==> config.mk <==
export PLATFORM = sky130hd
export DESIGN_NAME = execute_mult_writeback
export DESIGN_NICKNAME = d
export VERILOG_FILES = /design/src/rtl/execute_mult_writeback.sv
export SDC_FILE = /design/constraint.sdc
export NUM_CORES = 1
export LEC_CHECK = 0
export CORE_ASPECT_RATIO = 0.6
export CORE_MARGIN = 2
export CORE_UTILIZATION = 47
export CTS_CLUSTER_DIAMETER = 60
export DETAILED_ROUTE_END_ITERATION = 16
export GPL_TIMING_DRIVEN = 0
export MAX_ROUTING_LAYER = met4
export PLACE_DENSITY = 0.79
export SYNTH_ARGS = -nofsm -noshare
export SYNTH_HDL_FRONTEND = slang
export SYNTH_SLANG_ARGS = --single-unit
==> constraint.sdc <==
create_clock -name clk -period 3.55 [get_ports clk]
set_input_delay 0.355 -clock clk [delete_from_list [all_inputs] [get_ports clk]]
set_output_delay 0.355 -clock clk [all_outputs]
set_load 0.02 [all_outputs]
==> src/rtl/execute_mult_writeback.sv <==
// Writeback sequencer for MUL/IMUL/AAD: waits for the multiplier product, writes EAX (and EDX for
// wide products) through a valid/ready port, then reports flags for one cycle.
module execute_mult_writeback #(
  parameter int RESULT_W = 66
) (
  input  logic                clk,
  input  logic                rst,
  input  logic                exe_reset,
  input  logic                start,
  input  logic                cmd_imul,
  input  logic                cmd_aad,
  input  logic                is_8bit,
  input  logic                operand_16bit,
  input  logic                operand_32bit,
  input  logic [7:0]          al_in,
  input  logic [RESULT_W-1:0] mult_result,
  input  logic                mult_busy,
  input  logic                mult_overflow,
  output logic                wr_valid,
  input  logic                wr_ready,
  output logic [2:0]          wr_reg,
  output logic [1:0]          wr_size,
  output logic [31:0]         wr_data,
  output logic                flags_valid,
  output logic                cf,
  output logic                of,
  output logic                sf,
  output logic                zf,
  output logic                pf,
  output logic                busy,
  output logic                done,
  output logic [2:0]          dbg_state
);

  typedef enum logic [2:0] {
    S_IDLE  = 3'd0,
    S_WAIT  = 3'd1,
    S_WR_LO = 3'd2,
    S_WR_HI = 3'd3,
    S_DONE  = 3'd4
  } state_t;

  state_t      r_state;
  state_t      w_next;
  logic        r_aad;
  logic        r_is16;
  logic        r_is32;
  logic        r_ovf;
  logic [7:0]  r_al;
  logic [63:0] r_prod;

  logic        w_flush;
  logic        w_dual;
  logic [7:0]  w_sum;
  logic        w_unused;

  assign w_flush   = rst | exe_reset;
  assign w_dual    = !r_aad && (r_is16 || r_is32);
  assign w_sum     = r_al + r_prod[7:0];
  assign busy      = (r_state != S_IDLE);
  assign dbg_state = r_state;
  // Signedness is already resolved by the multiplier; only the low 64 product bits are written.
  assign w_unused  = ^{cmd_imul, is_8bit, mult_result[RESULT_W-1:64]};

  always_ff @(posedge clk) begin
    if (w_flush) begin
      r_state <= S_IDLE;
      r_aad   <= 1'b0;
      r_is16  <= 1'b0;
      r_is32  <= 1'b0;
      r_ovf   <= 1'b0;
      r_al    <= 8'h00;
      r_prod  <= 64'h0;
    end else begin
      r_state <= w_next;
      if (r_state == S_IDLE && start) begin
        r_aad  <= cmd_aad;
        r_is16 <= operand_16bit;
        r_is32 <= operand_32bit;
        r_al   <= al_in;
      end
      if (r_state == S_WAIT && !mult_busy) begin
        r_prod <= mult_result[63:0];
        r_ovf  <= mult_overflow;
      end
    end
  end

  always_comb begin
    w_next = r_state;
    case (r_state)
      S_IDLE:  if (start) w_next = S_WAIT;
      S_WAIT:  if (!mult_busy) w_next = S_WR_LO;
      S_WR_LO: if (wr_ready) w_next = w_dual ? S_WR_HI : S_DONE;
      S_WR_HI: if (wr_ready) w_next = S_DONE;
      S_DONE:  w_next = S_IDLE;
      default: w_next = S_IDLE;
    endcase
  end

  // Write port: valid/ready handshake; a beat transfers on a rising edge where wr_valid and
  // wr_ready are both high, and reg/size/data stay constant while wr_valid waits for wr_ready.
  always_comb begin
    wr_valid = 1'b0;
    wr_reg   = 3'd0;
    wr_size  = 2'd0;
    wr_data  = 32'h0;
    case (r_state)
      S_WR_LO: begin
        wr_valid = 1'b1;
        wr_reg   = 3'd0;
        if (r_aad) begin
          wr_size = 2'd1;
          wr_data = {24'h0, w_sum};
        end else if (r_is32) begin
          wr_size = 2'd2;
          wr_data = r_prod[31:0];
        end else begin
          wr_size = 2'd1;
          wr_data = {16'h0, r_prod[15:0]};
        end
      end
      S_WR_HI: begin
        wr_valid = 1'b1;
        wr_reg   = 3'd2;
        if (r_is32) begin
          wr_size = 2'd2;
          wr_data = r_prod[63:32];
        end else begin
          wr_size = 2'd1;
          wr_data = {16'h0, r_prod[31:16]};
        end
      end
      default: ;
    endcase
  end

  always_comb begin
    done        = 1'b0;
    flags_valid = 1'b0;
    cf          = 1'b0;
    of          = 1'b0;
    sf          = 1'b0;
    zf          = 1'b0;
    pf          = 1'b0;
    if (r_state == S_DONE) begin
      done        = 1'b1;
      flags_valid = 1'b1;
      if (r_aad) begin
        sf = w_sum[7];
        zf = (w_sum == 8'h00);
        pf = ~^w_sum;
      end else begin
        cf = r_ovf;
        of = r_ovf;
        pf = ~^r_prod[7:0];
        if (r_is32) begin
          sf = r_prod[31];
          zf = (r_prod[31:0] == 32'h0);
        end else if (r_is16) begin
          sf = r_prod[15];
          zf = (r_prod[15:0] == 16'h0);
        end else begin
          sf = r_prod[7];
          zf = (r_prod[7:0] == 8'h00);
        end
      end
    end
  end

endmodule
Word level (Yosys, flattened, before mapping)
Cells that the tools add are included.
{ "op_classes": {"n_reduce_logical": 16, "add_sub_neg": 1, "bitwise_logic": 1, "eq_ne": 8, "n_mux": 28} }
{ "ops": {"columns": ["operator", "count"], "rows": [
  ["2-to-1 mux 32 bit", 3],
  ["case mux 32 bit (2 select lines)", 1],
  ["zero test 32 bit", 1],
  ["zero test 16 bit", 1],
  ["zero test 8 bit", 2],
  ["XNOR reduction 8 bit", 2],
  ["2-to-1 mux 3 bit", 5],
  ["2-to-1 mux 1 bit", 14],
  ["case mux 3 bit (4 select lines)", 1],
  ["adder 8 bit", 1],
  ["inequality test 2 bit, second input constant", 4],
  ["equality test 3 x 2 -> 1 bit, second input constant", 2],
  ["2-to-1 mux 2 bit", 3],
  ["case mux 2 bit (2 select lines)", 1],
  ["AND reduction 4 bit", 1],
  ["equality test 3 x 1 -> 1 bit, second input constant", 1],
  ["equality test 3 bit, second input constant", 1],
  ["logical AND 1 bit", 3],
  ["zero test 3 bit", 1],
  ["nonzero test 3 bit", 1],
  ["zero test 1 bit", 2],
  ["OR reduction 2 bit", 1],
  ["logical OR 1 bit", 1],
  ["bitwise OR 1 bit", 1]
]} }
{ "word_totals": {"output_inout_bits": 49, "word_cells": 61, "regBits": 79} }

Longest topological paths before layout
Gate-level depths: netlist (run 1).
{ "depth": {"word_depth": 5, "ltp_mapped": 10, "ltp_nobuf": 10} }

Worst setup path before layout (run 1)
OpenSTA, ideal clock, no wires.
{ "synth_path": {"path_kind": "reg-to-output", "start": "register r_al[0]", "end": "output port pf", "n_path_buf": 0, "arrival_ps": 2845, "required_ps": 3195, "stages_incl_launch_ff": 11, "slack_ps": 350, "path_cell_list": "dfxtp_1 ha_1 fa_1 a211oi_1 o21ai_0 a21oi_1 xor2_1 ha_1 xor2_1 xnor2_1 a211oi_1"} }
{ "synth_between": {"elab_chain_len": 4} }
{ "synth_lines": {"columns": ["item", "line", "text"], "rows": [
  ["start, declared", "49", "logic [7:0] r_al;"],
  ["start signal, assigned", "80", "r_al <= al_in;"],
  ["adder 8 bit", "59", "assign w_sum = r_al + r_prod[7:0];"],
  ["XNOR reduction 8 bit", "152", "pf = ~^w_sum;"],
  ["2-to-1 mux 1 bit", "149", "if (r_aad) begin"],
  ["2-to-1 mux 1 bit", "146", "if (r_state == S_DONE) begin"],
  ["end, declared", "29", "output logic pf,"]
]} }
No other way between the ends.

Worst setup path in the final report (run 1)
{ "layout_path": {"start": "register r_prod[0]", "end": "output port pf"} }
{ "layout_between": {"elab_chain_len": 4, "elab_cells_between_ends": 5} }
{ "layout_lines": {"columns": ["item", "line", "text"], "rows": [
  ["start, declared", "50", "logic [63:0] r_prod;"],
  ["start signal, assigned", "83", "r_prod <= mult_result[63:0];"],
  ["adder 8 bit", "59", null],
  ["XNOR reduction 8 bit", "152", null],
  ["2-to-1 mux 1 bit (*)", "149", null],
  ["2-to-1 mux 1 bit (*)", "146", null]
]} }
Every way passes the cells marked *; elsewhere a longest branch is shown, timed or not.

==> results.ini, run 1 <==
[global_route]
grt_pass1_vias=4410
grt_max_degree=14
grt_first_pass_wirelength_um=23600
grt_overflow=0
grtUsageMet3_pct=9.98
antenna_found_initial=0
met1_usage_pct=48.0
met2_usage_pct=44.1
grt_use_total_pct=32.6
top_usage_layer=met1

[final_layout]
layout-drive-gt1-share_pct=8.32
fill_cells=738
area_growth_pct=42.2
seq_area_um2=1580
final_cells=809
layout.nets=794
post-route-util_pct=69.5
diodes=0
multi_input_area_um2=2310

[power]
power.density_nw_per_um2=357
p_leak_nw=2.08
ir_worst_vdd_mv=0.267

[logic_synthesis]
synth_top_family_by_area=simple AND/OR/NAND/NOR gates
syn_area_um2=4200
synth.most_common_cell=nand2_1
synth_compound_area_share_pct=21.3
netlist.area_leader.share_pct=37.7
synth_xor_area_share_pct=2.29
async_flop_share_pct=0
synthCells=549
ys_ff_latch=79
avgSynthCellArea_um2=7.65
yosys.area_share.simple_pct=21.6
synth_flop_cell=dfxtp_1
synth_commonest_cells=nand2_1 (172), a21oi_1 (87), dfxtp_1 (79), clkbuf_1 (19)
ys_seq_area_share_pct=37.7
synth_area_leaders=dfxtp_1 (38%), nand2_1 (15%), a21oi_1 (10%), ha_1 (4.5%), mux2i_1 (3.8%)
synth_edf_count=0
synthDistinctLibCells=52
synth_top_area_cell=dfxtp_1
synth_warnings=0
synthMuxAreaShare_pct=4.08
synthAdderAreaFrac_pct=4.94

[run_status]
failed_checks=negative setup slack
status=complete, but fails checks

[clock_tree]
path_clk_slew_ps=60
clockRootBuffer=clkbuf_16
clkLatencyLatePin_ps=340
clock_path_buffers=2
htreeDepth=3
cts_buffers=9
cts_sinks=79
cts_tree=done
ctsHoldBuffers=0

[setup_path]
cp-end-kind=output pin
cp_max_fo=3
required_ps=3190
crit_type=reg -> out
r2r-start=dbg_state[0]
start_kind=register
cp.arrival_ps=3290
cp-startpoint=r_prod[0]

[placed_design]
dp.cells=790
gp_congestion=0.954
place_hpwl_um=11900
io_buffer_count=128

[min_path]
hold_path.class=reg -> reg
hp-start=r_prod[55]

[routing]
first_pass_iters=6
via_per_inst=5.68
drt_iter0_markers=427
antenna_left=0
routedWlPerCell_um=19.0
num_vias=4593
post-route-drc-count=0
routed_wl_um=15300

[floorplan]
initial_core_util_pct=48.9
dieArea_um2=9730
die_y_um=77.2
core_um2=8590
fp-row-count=26
ios=135
die_x_um=126

[sta]
whs_ps=458
post-route-period-util_pct=103
setup_viol=1
fmax_mhz=275
slew_violations=0
layout_setup_ws_ps=-92.5
rsz0062_at_grt=yes
hold_viol_final=0
worst_slew_pin_slew_ps=691
skew_ps=3.19
period_minus_slack_ps=3640
max_slew_margin_pct=53.9

[flow_run]
max_cap_viol_count=0

layout make-up:
type | instances | share of cell area, %
clock buffer | 11 | 4.07
timing repair buffer | 131 | 21.8
sequential | 79 | 26.5
tap | 112 | 2.35
inverter | 17 | 1.07
buffer | 45 | 4.59
multi-input combinational | 409 | 38.7
clock inverter | 5 | 0.943
power breakdown:
| part | internal [mW] | leakage [nW] | total, mW | switching, mW |
|---|---|---|---|---|
| Sequential | 0.900 | 0.639 | 0.913 | 0.0129 |
| Clock | 0.564 | 0.146 | 0.935 | 0.371 |
| Combinational | 0.146 | 1.29 | 0.285 | 0.139 |
flip-flops by register name (all words and copies together), names as in the netlist:
name       cells
r_aad          1
r_is16         1
r_prod        64
r_ovf          1
r_al           8
r_is32         1
dbg_state      3
stage by stage:
step                      instance area, µm²  setup slack (ps)  power, mW  setup TNS, ps
after global placement                  5630              -450       1.20           -501
final                                   5970             -92.5       2.13          -92.5
after floorplan                         4200               350       1.06              0
after global routing                    5970              -131       2.21           -131
after CTS                               5930              -104       2.13           -104
after detailed placement                5630              -479       1.21           -569
metal layers:
layer | vias to the layer above | share of wire, %
met5 | - | 0
li1 | 2165 | -
met2 | 262 | 40
met4 | 0 | 1.1
met1 | 2148 | 48
met3 | 18 | 11
logic make-up after synthesis:
family                   count (synthesis)
flip-flops                              79
other                                    1
multiplexers                            17
adder cells (fa/ha/maj)                 16
AND/OR/NAND/NOR                        215
buffers and inverters                   62
AO/OA/AOI/OAI                          148
XOR/XNOR                                11
what timing repair did:
item	4_1_cts	5_1_grt
gates resized for setup	8	8
buffers inserted	1	2
pin swaps	2	8
hold endpoints to repair	0	0
setup endpoints to repair	2	2
critical path, stage by stage, from the launching register on:
cell,delay (ps)
dfxtp_2,340
ha_4,170
fa_2,440
a211oi_2,320
o21ai_1,120
a21oi_1,200
xor2_1,330
ha_1,300
xor2_1,150
xnor2_1,120
a211oi_1,230
buf_2,210
placed cells by master, fill, tap and decap left out, drive strengths merged, types with 2 or more instances in the layout:
cell type        n
clkinv           2
conb             2
a21o             2
nand3            3
nor3             4
nor4             9
a211oi           8
mux2i           16
dfxtp           79
clkdlybuf4s50  126
a22o            16
and3             2
nor2             8
clkbuf          30
a2bb2oi          2
nand4            3
buf             30
nand2          172
a31oi            2
xnor2            7
a21oi           87
nand2b           3
inv             18
or2              3
ha              15
o211a            2
xor2             4
and2             2
o21ai           15
o211ai           4
worst paths after layout:
check | end | slack, ps | cells past startpoint
max | pf | -90 | 11
min | r_prod[55] | 460 | 2
max reg2reg | r_prod[34] | 1640 | 7
min reg2reg | r_prod[55] | 460 | 2
(Power assumes the default switching activity.)
==> inputs of run 2 (changes only) <==
--- a/config.mk
+++ b/config.mk
@@ -5,6 +5,7 @@
 export SDC_FILE = /design/constraint.sdc
 export NUM_CORES = 1
 export LEC_CHECK = 0
+export ABC_AREA = 1
 export CORE_ASPECT_RATIO = 0.6
 export CORE_MARGIN = 2
 export CORE_UTILIZATION = 47
@@ -13,6 +14,7 @@
 export GPL_TIMING_DRIVEN = 0
 export MAX_ROUTING_LAYER = met4
 export PLACE_DENSITY = 0.79
+export SKIP_LAST_GASP = 1
 export SYNTH_ARGS = -nofsm -noshare
 export SYNTH_HDL_FRONTEND = slang
 export SYNTH_SLANG_ARGS = --single-unit
==> results.ini, run 2 <==
[run_status]
status=completed  ; was complete, but fails checks

[clock_tree]
cts_buffers=9  ; unchanged
cts_sinks=79  ; unchanged
clkLatencyLatePin_ps=340  ; about the same
htreeDepth=3  ; unchanged
path_clk_slew_ps=60  ; about the same
clockRootBuffer=clkbuf_16  ; unchanged
post_cts_buffers=0  ; was 1
clock_path_buffers=2  ; unchanged
cts_tree=done  ; unchanged

[floorplan]
die_x_um=125  ; was 126 µm
core_um2=8560  ; was 8590 µm²
fp-row-count=26  ; unchanged
dieArea_um2=9650  ; was 9730 µm²
die_y_um=76.9  ; was 77.2 µm
initial_core_util_pct=48.6  ; was 48.9%
ios=135  ; unchanged

[final_layout]
final_cell_mix=clkdlybuf4s50_1 (126), a21oi_1 (92), inv_1 (91)  ; was nand2_1 (172), clkdlybuf4s50_1 (126), a21oi_1 (87)
fill_cells=706  ; was 738
area_growth_pct=41.5  ; was 42.2%
multi_input_area_um2=2010  ; was 2310 µm²
largest_reg_flops=64  ; unchanged
top_register=r_prod  ; unchanged
layout-drive-gt1-share_pct=10.4  ; was 8.32%
diodes=0  ; unchanged
final_common_cell=clkdlybuf4s50_1  ; was nand2_1
seq_area_um2=1580  ; about the same
layout.nets=802  ; was 794

[flow_run]
max_cap_viol_count=0  ; unchanged

[sta]
slew_violations=0  ; unchanged
worst_slew_pin_slew_ps=540  ; was 691 ps
post-route-period-util_pct=96.3  ; was 103%
hold_viol_final=0  ; unchanged
fmax_mhz=292  ; was 275 MHz
tns_ps=0  ; was -92.5 ps
rsz0062_at_grt=no  ; was yes
period_minus_slack_ps=3420  ; was 3640 ps
layout_setup_ws_ps=131  ; was -92.5 ps
setup_viol=0  ; was 1
skew_ps=3.06  ; was 3.19 ps
max_slew_margin_pct=64.0  ; was 53.9%

[setup_path]
r2r-start=dbg_state[1]  ; was dbg_state[0]
r2r_slack_ps=2040  ; was 1640 ps
ff2ff_path_depth=5  ; was 7
start_kind=register  ; unchanged
cp_max_fo=3  ; unchanged
cp.arrival_ps=3060  ; was 3290 ps
r2r-end=r_prod[39]  ; was r_prod[34]
cp-end-kind=output pin  ; unchanged
crit_type=reg -> out  ; unchanged
required_ps=3190  ; about the same

[logic_synthesis]
syn_area_um2=4160  ; was 4200 µm²
ys_seq_area_share_pct=38.0  ; was 37.7%
synth_edf_count=0  ; unchanged
ys_ff_latch=79  ; unchanged
synth.most_common_cell=a21oi_1  ; was nand2_1
synth_flop_cell=dfxtp_1  ; unchanged
synth_area_leaders=dfxtp_1 (38%), a21oi_1 (11%), inv_1 (8.2%), o21ai_0 (5.5%), nand2_1 (5.5%)  ; was dfxtp_1 (38%), nand2_1 (15%), a21oi_1 (10%), ha_1 (4.5%), mux2i_1 (3.8%)
synth_warnings=0  ; unchanged
synth_commonest_cells=a21oi_1 (92), inv_1 (91), dfxtp_1 (79), nand2_1 (61), o21ai_0 (46)  ; was nand2_1 (172), a21oi_1 (87), dfxtp_1 (79), clkbuf_1 (19)
netlist.area_leader.share_pct=38.0  ; was 37.7%
synth_top_area_cell=dfxtp_1  ; unchanged
synthCells=560  ; was 549
avgSynthCellArea_um2=7.43  ; was 7.65 µm²
synthDistinctLibCells=40  ; was 52
async_flop_share_pct=0  ; unchanged

[routing]
first_pass_iters=5  ; was 6
post-route-drc-count=0  ; unchanged
drt_iter0_markers=535  ; was 427
routed_wl_um=14400  ; was 15300 µm
routedWlPerCell_um=17.7  ; was 19.0 µm
via_per_inst=5.46  ; was 5.68
num_vias=4461  ; was 4593
antenna_left=0  ; unchanged

[global_route]
grt_overflow=0  ; unchanged
antenna_found_initial=0  ; unchanged
grt_max_degree=14  ; unchanged
grt_first_pass_wirelength_um=22700  ; was 23600 µm
grt_pass1_vias=4217  ; was 4410
grt_use_total_pct=31.4  ; was 32.6%

[min_path]
holdPathStages=2  ; unchanged
whs_endpoint=r_al[6]  ; was r_prod[55]
hp-start=r_al[6]  ; was r_prod[55]
hold_path.class=reg -> reg  ; unchanged

[power]
ir_worst_vdd_mv=0.278  ; was 0.267 mV
p_leak_nw=2.25  ; was 2.08 nW
power.density_nw_per_um2=363  ; was 357 nW/µm²

[placed_design]
gp_congestion=0.968  ; was 0.954
post-place-ws_ps=289  ; was -479 ps
place_hpwl_um=11300  ; was 11900 µm
io_buffer_count=128  ; unchanged

[run 2: cell count changes after synthesis, sizes merged, moves of 12 or more]
cell / change
a22o: -16
inv: +81
clkbuf: -12
o21ai: +68
o22ai: +18
nand3: +14
mux2i: -16
nand2: -106
[run 2: cell type report]
type	instances	share of cell area [%]
Timing Repair Buffer	128	21.8
Sequential cell	79	26.9
Clock buffer	11	4.12
Clock inverter	5	0.956
Tap cell	112	2.38
Inverter	98	6.29
Buffer	34	3.49
Multi-Input combinational cell	350	34.1
[run 2: worst max-delay path by stage]
stage | startpoint | end | slack (ps) | cells after the start
floorplan | r_al[0] | pf | 890 | 11
detailed placement | r_al[0] | pf | 290 | 12
global route | r_al[0] | pf | 30 | 12
finish | r_al[0] | pf | 130 | 12
global placement | r_al[0] | pf | 300 | 12
CTS | r_al[0] | zf | 60 | 12
[run 2: logic make-up after synthesis]
logic type,Yosys count,share of synthesized area (%)
AOI/OAI and AO/OA,207,27.9
buffers and inverters,132,13.8
and+or+nand+nor,119,13.9
DFF,79,38.0
adders and majority gates,16,4.99
xor gates and xnor gates,6,1.26
other,1,0.0901
[run 2: critical path: stages, from the launching register on]
cell           delay [ps]
dfxtp_1               330
ha_1                  250
fa_1                  460
nand3_1               120
nand2_1                70
or2_2                 290
nand2_1                70
ha_1                  230
xor2_1                190
o21ai_0               200
a21oi_1                70
nor2_1                120
dlygate4sd2_1         340
[run 2: through the flow]
step / hold slack, ps / total power, mW / area (µm²) / std cells / util [%]
floorplan: 424 / 1.07 / 4170 / 561 / -
global placement: 434 / 1.21 / 5590 / 801 / 65.3
detailed placement: 439 / 1.22 / 5590 / 801 / 65.3
CTS: 448 / 2.14 / 5880 / 817 / 68.8
global route: 473 / 2.21 / 5890 / 817 / 68.8
finish: 450 / 2.14 / 5890 / 817 / 68.8
[run 2: power breakdown]
group	internal, mW	leakage, nW	switching, mW
clock	0.564	0.146	0.371
combinational	0.140	1.46	0.146
sequential	0.907	0.639	0.0123
[run 2: routing by layer]
| metal | GRT usage [%] | vias to the layer above | share of wire [%] |
|---|---|---|---|
| met1 | 46.3 | 2043 | 48 |
| met3 | 9.63 | 15 | 12 |
| met5 | - | - | 0 |
| met2 | 42.1 | 249 | 39 |
| met4 | 5.44 | 0 | 1.1 |
| li1 | - | 2154 | - |
[run 2: timing repair]
action                     4_1_cts  5_1_grt
pin swaps                        0        0
setup endpoints to repair        1        1
hold buffers                     0        0
gates resized for setup          1        1
